<file path="config.mk">
export PLATFORM = sky130hd
export DESIGN_NAME = clint_trap_ctrl
export DESIGN_NICKNAME = d
export VERILOG_FILES = /design/src/rtl/clint_trap_ctrl_pkg.sv /design/src/rtl/clint_trap_ctrl_cause_enc.sv /design/src/rtl/clint_trap_ctrl.sv
export SDC_FILE = /design/constraint.sdc
export NUM_CORES = 1
export LEC_CHECK = 0
export ABC_AREA = 1
export CORE_ASPECT_RATIO = 1.1
export CORE_MARGIN = 4
export CORE_UTILIZATION = 40
export DETAILED_ROUTE_END_ITERATION = 7
export PLACE_DENSITY_LB_ADDON = 0.2
export REMOVE_ABC_BUFFERS = 1
export SYNTH_ARGS = -nofsm -noshare
export SYNTH_HDL_FRONTEND = slang
export SYNTH_SLANG_ARGS = --single-unit
</file>
<file path="constraint.sdc">
create_clock -name clk -period 3.12 [get_ports clk]
set_clock_uncertainty 0.15 [all_clocks]
set_input_delay 0.624 -clock clk [delete_from_list [all_inputs] [get_ports clk]]
set_output_delay 0.624 -clock clk [all_outputs]
set_load 0.01 [all_outputs]
</file>
<file path="src/rtl/clint_trap_ctrl_pkg.sv">
// Shared constants for the core-local trap controller: CSR addresses, cause codes,
// mstatus bit positions and the one-hot trap FSM encoding.
package clint_trap_ctrl_pkg;

    localparam logic [11:0] CSR_MTVEC   = 12'h305;
    localparam logic [11:0] CSR_MEPC    = 12'h341;
    localparam logic [11:0] CSR_MCAUSE  = 12'h342;
    localparam logic [11:0] CSR_MSTATUS = 12'h300;

    // Exception codes; interrupt causes additionally set the MSB of mcause.
    localparam int unsigned CODE_ECALL  = 11;
    localparam int unsigned CODE_EBREAK = 3;
    localparam int unsigned CODE_EXT    = 11;
    localparam int unsigned CODE_TIMER  = 7;

    localparam int unsigned MIE_BIT  = 3;
    localparam int unsigned MPIE_BIT = 7;

    localparam int unsigned IRQ_TIMER = 0;
    localparam int unsigned IRQ_EXT   = 1;

    typedef enum logic [6:0] {
        IDLE      = 7'b000_0001,
        W_MEPC    = 7'b000_0010,
        W_MCAUSE  = 7'b000_0100,
        W_MSTATUS = 7'b000_1000,
        ASSERT    = 7'b001_0000,
        M_MSTATUS = 7'b010_0000,
        M_ASSERT  = 7'b100_0000
    } state_t;

endpackage

</file>
<file path="src/rtl/clint_trap_ctrl_cause_enc.sv">
// Combinational request arbiter: picks the winning trap source and builds its mcause.
module trap_cause_enc
    import clint_trap_ctrl_pkg::*;
#(
    parameter int DATA_WIDTH = 32,
    parameter int INT_NUM    = 2
) (
    input  logic                  ecall,
    input  logic                  ebreak,
    input  logic                  mret,
    input  logic [INT_NUM-1:0]    int_flag,
    input  logic                  global_int_en,
    output logic                  accept,
    output logic                  is_mret,
    output logic                  is_int,
    output logic [DATA_WIDTH-1:0] cause
);

    always_comb begin
        accept  = 1'b0;
        is_mret = 1'b0;
        is_int  = 1'b0;
        cause   = '0;
        if (ecall) begin
            accept = 1'b1;
            cause  = DATA_WIDTH'(CODE_ECALL);
        end else if (ebreak) begin
            accept = 1'b1;
            cause  = DATA_WIDTH'(CODE_EBREAK);
        end else if (mret) begin
            accept  = 1'b1;
            is_mret = 1'b1;
        end else if (global_int_en && int_flag[IRQ_EXT]) begin
            accept = 1'b1;
            is_int = 1'b1;
            cause  = {1'b1, (DATA_WIDTH-1)'(CODE_EXT)};
        end else if (global_int_en && int_flag[IRQ_TIMER]) begin
            accept = 1'b1;
            is_int = 1'b1;
            cause  = {1'b1, (DATA_WIDTH-1)'(CODE_TIMER)};
        end
    end

endmodule

</file>
<file path="src/rtl/clint_trap_ctrl.sv">
// Core-local trap controller: sequences mepc/mcause/mstatus writes for traps,
// the mstatus restore for mret, stalls the pipeline and redirects fetch.
module clint_trap_ctrl
    import clint_trap_ctrl_pkg::*;
#(
    parameter int DATA_WIDTH     = 32,
    parameter int CSR_ADDR_WIDTH = 12,
    parameter int INT_NUM        = 2
) (
    input  logic                      clk,
    input  logic                      rst,
    input  logic                      ecall_i,
    input  logic                      ebreak_i,
    input  logic                      mret_i,
    input  logic [DATA_WIDTH-1:0]     inst_addr_i,
    input  logic                      jump_flag_i,
    input  logic [DATA_WIDTH-1:0]     jump_addr_i,
    input  logic [INT_NUM-1:0]        int_flag_i,
    input  logic                      global_int_en_i,
    input  logic [DATA_WIDTH-1:0]     csr_mtvec_i,
    input  logic [DATA_WIDTH-1:0]     csr_mepc_i,
    input  logic [DATA_WIDTH-1:0]     csr_mstatus_i,
    output logic                      csr_we_o,
    output logic [CSR_ADDR_WIDTH-1:0] csr_waddr_o,
    output logic [DATA_WIDTH-1:0]     csr_wdata_o,
    output logic                      hold_flag_o,
    output logic                      int_assert_o,
    output logic [DATA_WIDTH-1:0]     int_addr_o
);

    state_t                state, state_nxt;
    logic [DATA_WIDTH-1:0] cause_q, epc_q;
    logic                  cooldown;
    logic                  accept, is_mret, is_int;
    logic [DATA_WIDTH-1:0] enc_cause;
    logic                  take;
    logic [DATA_WIDTH-1:0] trap_mstatus, mret_mstatus;

    trap_cause_enc #(
        .DATA_WIDTH(DATA_WIDTH),
        .INT_NUM   (INT_NUM)
    ) u_enc (
        .ecall        (ecall_i),
        .ebreak       (ebreak_i),
        .mret         (mret_i),
        .int_flag     (int_flag_i),
        .global_int_en(global_int_en_i),
        .accept       (accept),
        .is_mret      (is_mret),
        .is_int       (is_int),
        .cause        (enc_cause)
    );

    // The IDLE cycle right after a redirect never accepts, giving fetch one clean cycle.
    assign take = (state == IDLE) && !cooldown && accept;

    always_comb begin
        trap_mstatus           = csr_mstatus_i;
        trap_mstatus[MPIE_BIT] = csr_mstatus_i[MIE_BIT];
        trap_mstatus[MIE_BIT]  = 1'b0;
        mret_mstatus           = csr_mstatus_i;
        mret_mstatus[MIE_BIT]  = csr_mstatus_i[MPIE_BIT];
        mret_mstatus[MPIE_BIT] = 1'b1;
    end

    always_ff @(posedge clk) begin
        if (rst) begin
            state    <= IDLE;
            cause_q  <= '0;
            epc_q    <= '0;
            cooldown <= 1'b0;
        end else begin
            state    <= state_nxt;
            cooldown <= (state == ASSERT) || (state == M_ASSERT);
            if (take && !is_mret) begin
                cause_q <= enc_cause;
                epc_q   <= (is_int && jump_flag_i) ? jump_addr_i : inst_addr_i;
            end
        end
    end

    always_comb begin
        state_nxt    = state;
        csr_we_o     = 1'b0;
        csr_waddr_o  = '0;
        csr_wdata_o  = '0;
        hold_flag_o  = 1'b0;
        int_assert_o = 1'b0;
        int_addr_o   = '0;
        case (state)
            IDLE: begin
                if (take) begin
                    hold_flag_o = 1'b1;
                    state_nxt   = is_mret ? M_MSTATUS : W_MEPC;
                end
            end
            W_MEPC: begin
                hold_flag_o = 1'b1;
                csr_we_o    = 1'b1;
                csr_waddr_o = CSR_ADDR_WIDTH'(CSR_MEPC);
                csr_wdata_o = epc_q;
                state_nxt   = W_MCAUSE;
            end
            W_MCAUSE: begin
                hold_flag_o = 1'b1;
                csr_we_o    = 1'b1;
                csr_waddr_o = CSR_ADDR_WIDTH'(CSR_MCAUSE);
                csr_wdata_o = cause_q;
                state_nxt   = W_MSTATUS;
            end
            W_MSTATUS: begin
                hold_flag_o = 1'b1;
                csr_we_o    = 1'b1;
                csr_waddr_o = CSR_ADDR_WIDTH'(CSR_MSTATUS);
                csr_wdata_o = trap_mstatus;
                state_nxt   = ASSERT;
            end
            ASSERT: begin
                hold_flag_o  = 1'b1;
                int_assert_o = 1'b1;
                int_addr_o   = csr_mtvec_i;
                state_nxt    = IDLE;
            end
            M_MSTATUS: begin
                hold_flag_o = 1'b1;
                csr_we_o    = 1'b1;
                csr_waddr_o = CSR_ADDR_WIDTH'(CSR_MSTATUS);
                csr_wdata_o = mret_mstatus;
                state_nxt   = M_ASSERT;
            end
            M_ASSERT: begin
                hold_flag_o  = 1'b1;
                int_assert_o = 1'b1;
                int_addr_o   = csr_mepc_i;
                state_nxt    = IDLE;
            end
            default: state_nxt = IDLE;
        endcase
        // A reset cycle must not leak a half-finished CSR write.
        if (rst) begin
            csr_we_o     = 1'b0;
            csr_waddr_o  = '0;
            csr_wdata_o  = '0;
            hold_flag_o  = 1'b0;
            int_assert_o = 1'b0;
            int_addr_o   = '0;
        end
    end

endmodule

</file>
Word-level counts from Yosys, hierarchy flattened
Index checks and enable logic that the tools add are counted.
{ "word_totals": {"ff_bits": 72, "wordCells": 58} }
{ "classes": {"n_reduce_logical": 13, "n_eq_ne": 8, "mux": 33} }
{ "ops": {"columns": ["cell", "count"], "rows": [
  ["$mux W32", 8],
  ["$pmux W32 S4", 1],
  ["$pmux W32 S2", 1],
  ["$pmux W7 S5", 1],
  ["$pmux W10 S3", 1],
  ["$mux W1", 17],
  ["$mux W12", 1],
  ["$eq A7 B1 Y1 const B", 1],
  ["$eq A7 B2 Y1 const B", 1],
  ["$eq A7 B3 Y1 const B", 1],
  ["$eq A7 B4 Y1 const B", 1],
  ["$eq A7 B5 Y1 const B", 1],
  ["$eq A7 B6 Y1 const B", 1],
  ["$eq A7 B7 Y1 const B", 1],
  ["$mux W7", 1],
  ["$logic_and A1 B1 Y1", 6],
  ["$mux W6", 1],
  ["$reduce_or A6 Y1", 1],
  ["$reduce_or A2 Y1", 2],
  ["$reduce_or A4 Y1", 1],
  ["$logic_not A1 Y1", 2],
  ["$ne A2 B2 Y1 const B", 1],
  ["$pmux W1 S2", 1],
  ["$logic_or A1 B1 Y1", 1]
]} }

Logic depth before layout (Yosys ltp)
{ "depth": {"ltp_word": 10, "mapped_depth": 10, "depth_no_buf": 9} }

Modules after synthesis
Synthesis repeated with hierarchy kept, for this count alone.
{ "unflattened": {"cells_unflattened": 1169, "area_unflattened_um2": 6122.1} }
{ "by_module_without_submodules": {"columns": ["module", "area_each_um2", "cells_each", "instances", "seq_area_each_um2"], "rows": [
  ["clint_trap_ctrl", 5821.8, 1122, 1, 1441.4],
  ["trap_cause_enc", 300.3, 47, 1, 0.0]
]} }

Least setup slack after synthesis
Ideal clock, no wire load.
{ "synth_path": {"kind": "input-to-output", "startpoint": "in rst", "endpoint": "out csr_waddr_o[9]", "path_slack_ns": 0.855, "arrival_time_ns": 1.491, "path_stages": 6, "cell_sequence": "buf_2 > inv_1 > buf_2 > a21oi_1 > inv_1 > buf_4"} }
{ "synth_between": {"elab_chain_cells": 1} }
{ "synth_rtl": {"columns": ["element", "line", "text"], "rows": [
  ["start: declaration", "clint_trap_ctrl.sv:11", "input logic rst,"],
  ["$mux W12", "clint_trap_ctrl.sv:140", "if (rst) begin"],
  ["end: declaration", "clint_trap_ctrl.sv:24", "output logic [CSR_ADDR_WIDTH-1:0] csr_waddr_o,"]
]} }
Every way passes these cells.

Worst setup path in the final report
{ "layout_path": {"startpoint": "in rst", "endpoint": "out int_addr_o[21]"} }
{ "layout_between": {"elab_chain_cells": 1} }
{ "layout_rtl": {"columns": ["element", "line", "text"], "rows": [
  ["$mux W32", "clint_trap_ctrl.sv:140", null],
  ["end: declaration", "clint_trap_ctrl.sv:28", "output logic [DATA_WIDTH-1:0] int_addr_o"]
]} }
Every way passes these cells.

==> insert_results.sql <==
INSERT INTO impl_metrics (metric_group, metric, value, unit) VALUES
('global_routing', 'grt_first_pass_wirelength', '23200', 'µm'),
('detailed_routing', 'totalWireLength', '15400', 'µm'),
('critical_path', 'crit_arrival', '2.26', 'ns'),
('floorplan', 'die_area', '0.0109', 'mm²'),
('detailed_routing', 'antenna_violating_nets_post_route', '0', ''),
('timing', 'maxSlewViolCount', '0', ''),
('timing', 'setup_repair_after_global_routing_missed_its_margin', 'yes', ''),
('critical_path', 'regToRegEndpoint', 'epc_q[13]', ''),
('cts', 'cts_made_buffers', '5', ''),
('logic_synthesis', 'avgSynthCellArea', '5.44', 'µm²'),
('floorplan', 'chipHeight', '109', 'µm'),
('cts', 'library_cell_used_as_clock_root_buffer', 'clkbuf_8', ''),
('worst_hold_path', 'hp-start', 'cause_q[31]', ''),
('timing', 'worst_margin_pin_slew', '0.681', 'ns'),
('logic_synthesis', 'synth-xor-area-share', '0', '%'),
('finish', 'syn2layout_area_growth', '70.0', '%'),
('critical_path', 'path_cells', 'clkdlybuf4s50_1, buf_12, buf_4, a21oi_1, clkdlybuf4s50_1', ''),
('global_routing', 'global_route.overflow_total', '0', ''),
('logic_synthesis', 'netlist-cell-type-count', '25', ''),
('finish', 'finish.cell_count_without_fillers', '1018', ''),
('finish', 'drive_above_1_share', '6.19', '%'),
('logic_synthesis', 'mappedNetlistArea', '0.00370', 'mm²'),
('critical_path', 'critPathCaptureType', 'primary output', ''),
('logic_synthesis', 'yosys.area_share.simple', '47.8', '%'),
('detailed_routing', 'drt-pass1-iter-count', '4', ''),
('timing', 'layout_worst_path_cycle_share', '97.3', '%'),
('timing', 'finalWorstPathRequiredPeriod', '3.04', 'ns'),
('power_and_ir_drop', 'totalPowerFinal', '2.11', 'mW'),
('floorplan', 'boundaryPins', '248', ''),
('placed_design', 'place.gp.congestion', '0.943', ''),
('critical_path', 'crit_path_max_incr_delay', '0.59', 'ns'),
('detailed_routing', 'drc_errors', '0', ''),
('power_and_ir_drop', 'max_rail_drop_vdd', '0.163', 'mV'),
('logic_synthesis', 'synth_largest_area_cell', 'nand2_1', ''),
('power_and_ir_drop', 'power.share.sequential', '35.5', '%'),
('logic_synthesis', 'synth.mux.area_fraction', '0', '%'),
('logic_synthesis', 'synth_warnings', '0', ''),
('global_routing', 'grt_pass1_vias', '4934', ''),
('floorplan', 'coreArea', '0.00896', 'mm²'),
('power_and_ir_drop', 'power.static_leakage', '3.16', 'nW'),
('logic_synthesis', 'yosysTopAreaCellShare', '27.8', '%'),
('cts', 'clk_pin_slew', '0.09', 'ns'),
('critical_path', 'timing.critical_path.from_type', 'input port', ''),
('logic_synthesis', 'synthArstFlopShare', '0', '%'),
('power_and_ir_drop', 'clockPowerShare', '16.3', '%'),
('critical_path', 'r2r_slack', '1.25', 'ns'),
('cts', 'cts_setup_buffers', '0', ''),
('status', 'outcome', 'finished clean', ''),
('timing', 'max_fclk', '0.329', 'GHz'),
('critical_path', 'crit_fanout', '29', ''),
('power_and_ir_drop', 'switching_share', '38.2', '%'),
('cts', 'tritoncts', 'built', ''),
('detailed_routing', 'routed_via_density', '4.87', ''),
('timing', 'report.final.setup_viol', '0', ''),
('global_routing', 'grt_usage', '26.6', '%'),
('logic_synthesis', 'synthCells', '681', ''),
('global_routing', 'initial_antenna_violation_count', '0', ''),
('placed_design', 'dpl.cell_count', '1009', ''),
('logic_synthesis', 'synth_area_in_compound_gates', '9.86', '%'),
('critical_path', 'regToRegStartpoint', 'state[6]', ''),
('logic_synthesis', 'synth_top_cells_by_count', '274 x nand2_1, 89 x nor2_1, 82 x inv_1', ''),
('detailed_routing', 'number_of_vias_after_detailed_routing', '4962', ''),
('placed_design', 'hpwl', '11900', 'µm'),
('worst_hold_path', 'sink_of_the_worst_hold_path', 'cause_q[31]', ''),
('finish', 'filler_cell_count', '761', ''),
('logic_synthesis', 'cells_taking_the_most_area_after_synthesis', 'nand2_1 28%, dfxtp_1 24%, nor2_1 9.0%, inv_1 8.3%, nand3_1 5.5%', ''),
('floorplan', 'start_util', '41.3', '%'),
('power_and_ir_drop', 'cell_internal_pwr', '1.30', 'mW'),
('logic_synthesis', 'post_synth_fa_ha_maj_area_fraction', '0', '%'),
('detailed_routing', 'post_dr_wirelength_cell', '15.1', 'µm'),
('critical_path', 'crit_path_start', 'rst', '');
cell type report:
class	count	area, µm²	share of cell area (%)
Sequential cell	44	882	14.0
Timing Repair Buffer	256	2640	41.9
Multi-Input combinational cell	509	2220	35.3
Clock inverter	1	5.00	0.0795
Clock buffer	6	72.6	1.15
Inverter	88	338	5.36
Tap cell	114	143	2.26
flip-flops by register name, indices dropped and copies added (netlist names):
| signal | count |
|---|---|
| cause_q | 4 |
| cooldown | 1 |
| state | 7 |
| epc_q | 32 |
stage by stage:
step           utilization, %  hold slack [ns]  worst slack (ns)  cell area (µm²)  TNS, ns
5_1_grt                  70.3            0.357           -0.0409             6300  -0.0409
2_1_floorplan               -            0.285             0.263             3370        0
4_1_cts                  69.2            0.326           0.00764             6200        0
3_3_place_gp             68.2            0.300             0.135             6110        0
6_report                 70.3            0.326            0.0849             6300        0
3_5_place_dp             68.2            0.313            0.0954             6110        0
power by group through the flow:
stage	Combinational (mW)	Sequential (mW)	Clock, mW
final	1.01	0.748	0.344
after global routing	1.14	0.763	0.371
after CTS	1.01	0.745	0.347
after global placement	0.976	0.752	0
after detailed placement	1.00	0.759	0
after floorplan	0.536	0.747	0
repair_timing:
item,in CTS,in global routing
endpoints found under the setup margin,22,61
cloned,0,2
hold buffers,0,0
gates resized for setup,2,28
pin swaps,0,1
layer usage:
metal  part of all wire, %  track usage, %  up-vias
met5                     0               0        -
met4                   3.0            10.1        0
met3                    11            7.81       31
met2                    49            48.4      269
met1                    37            29.0     2181
li1                      -               -     2481
cells by family (layout without fill, tap and decap cells):
kind of cell,after synthesis,after routing
flip-flops,44,44
buffers and inverters,136,351
AO/OA/AOI/OAI,72,72
other,1,7
AND/OR/NAND/NOR,428,430
worst max-delay path: cells and delay by family:
family                 cells  cell delay, ns
AOI/OAI and AO/OA          1            0.17
buffers and inverters      4            1.46
cells in the final DEF (no fill, tap or decap), types with 7 or more instances in the layout:
cell type	n
inv_2	7
nand2_1	274
nand3_1	41
inv_1	79
a21oi_1	39
o21ai_1	26
nor2_1	86
clkdlybuf4s50_1	224
conb_1	7
nor2_2	9
dfxtp_1	43
dlymetal6s2s_1	16
buf_4	10
worst max path at each step:
stage | endpoint | slack (ns) | cells past startpoint
2_1_floorplan | hold_flag_o | 0.26 | 5
3_3_place_gp | hold_flag_o | 0.14 | 10
3_5_place_dp | hold_flag_o | 0.1 | 10
4_1_cts | int_addr_o[3] | 0.008 | 9
5_1_grt | int_addr_o[21] | -0.04 | 9
6_report | int_addr_o[21] | 0.08 | 5
Power figures use the tool's default switching activity.
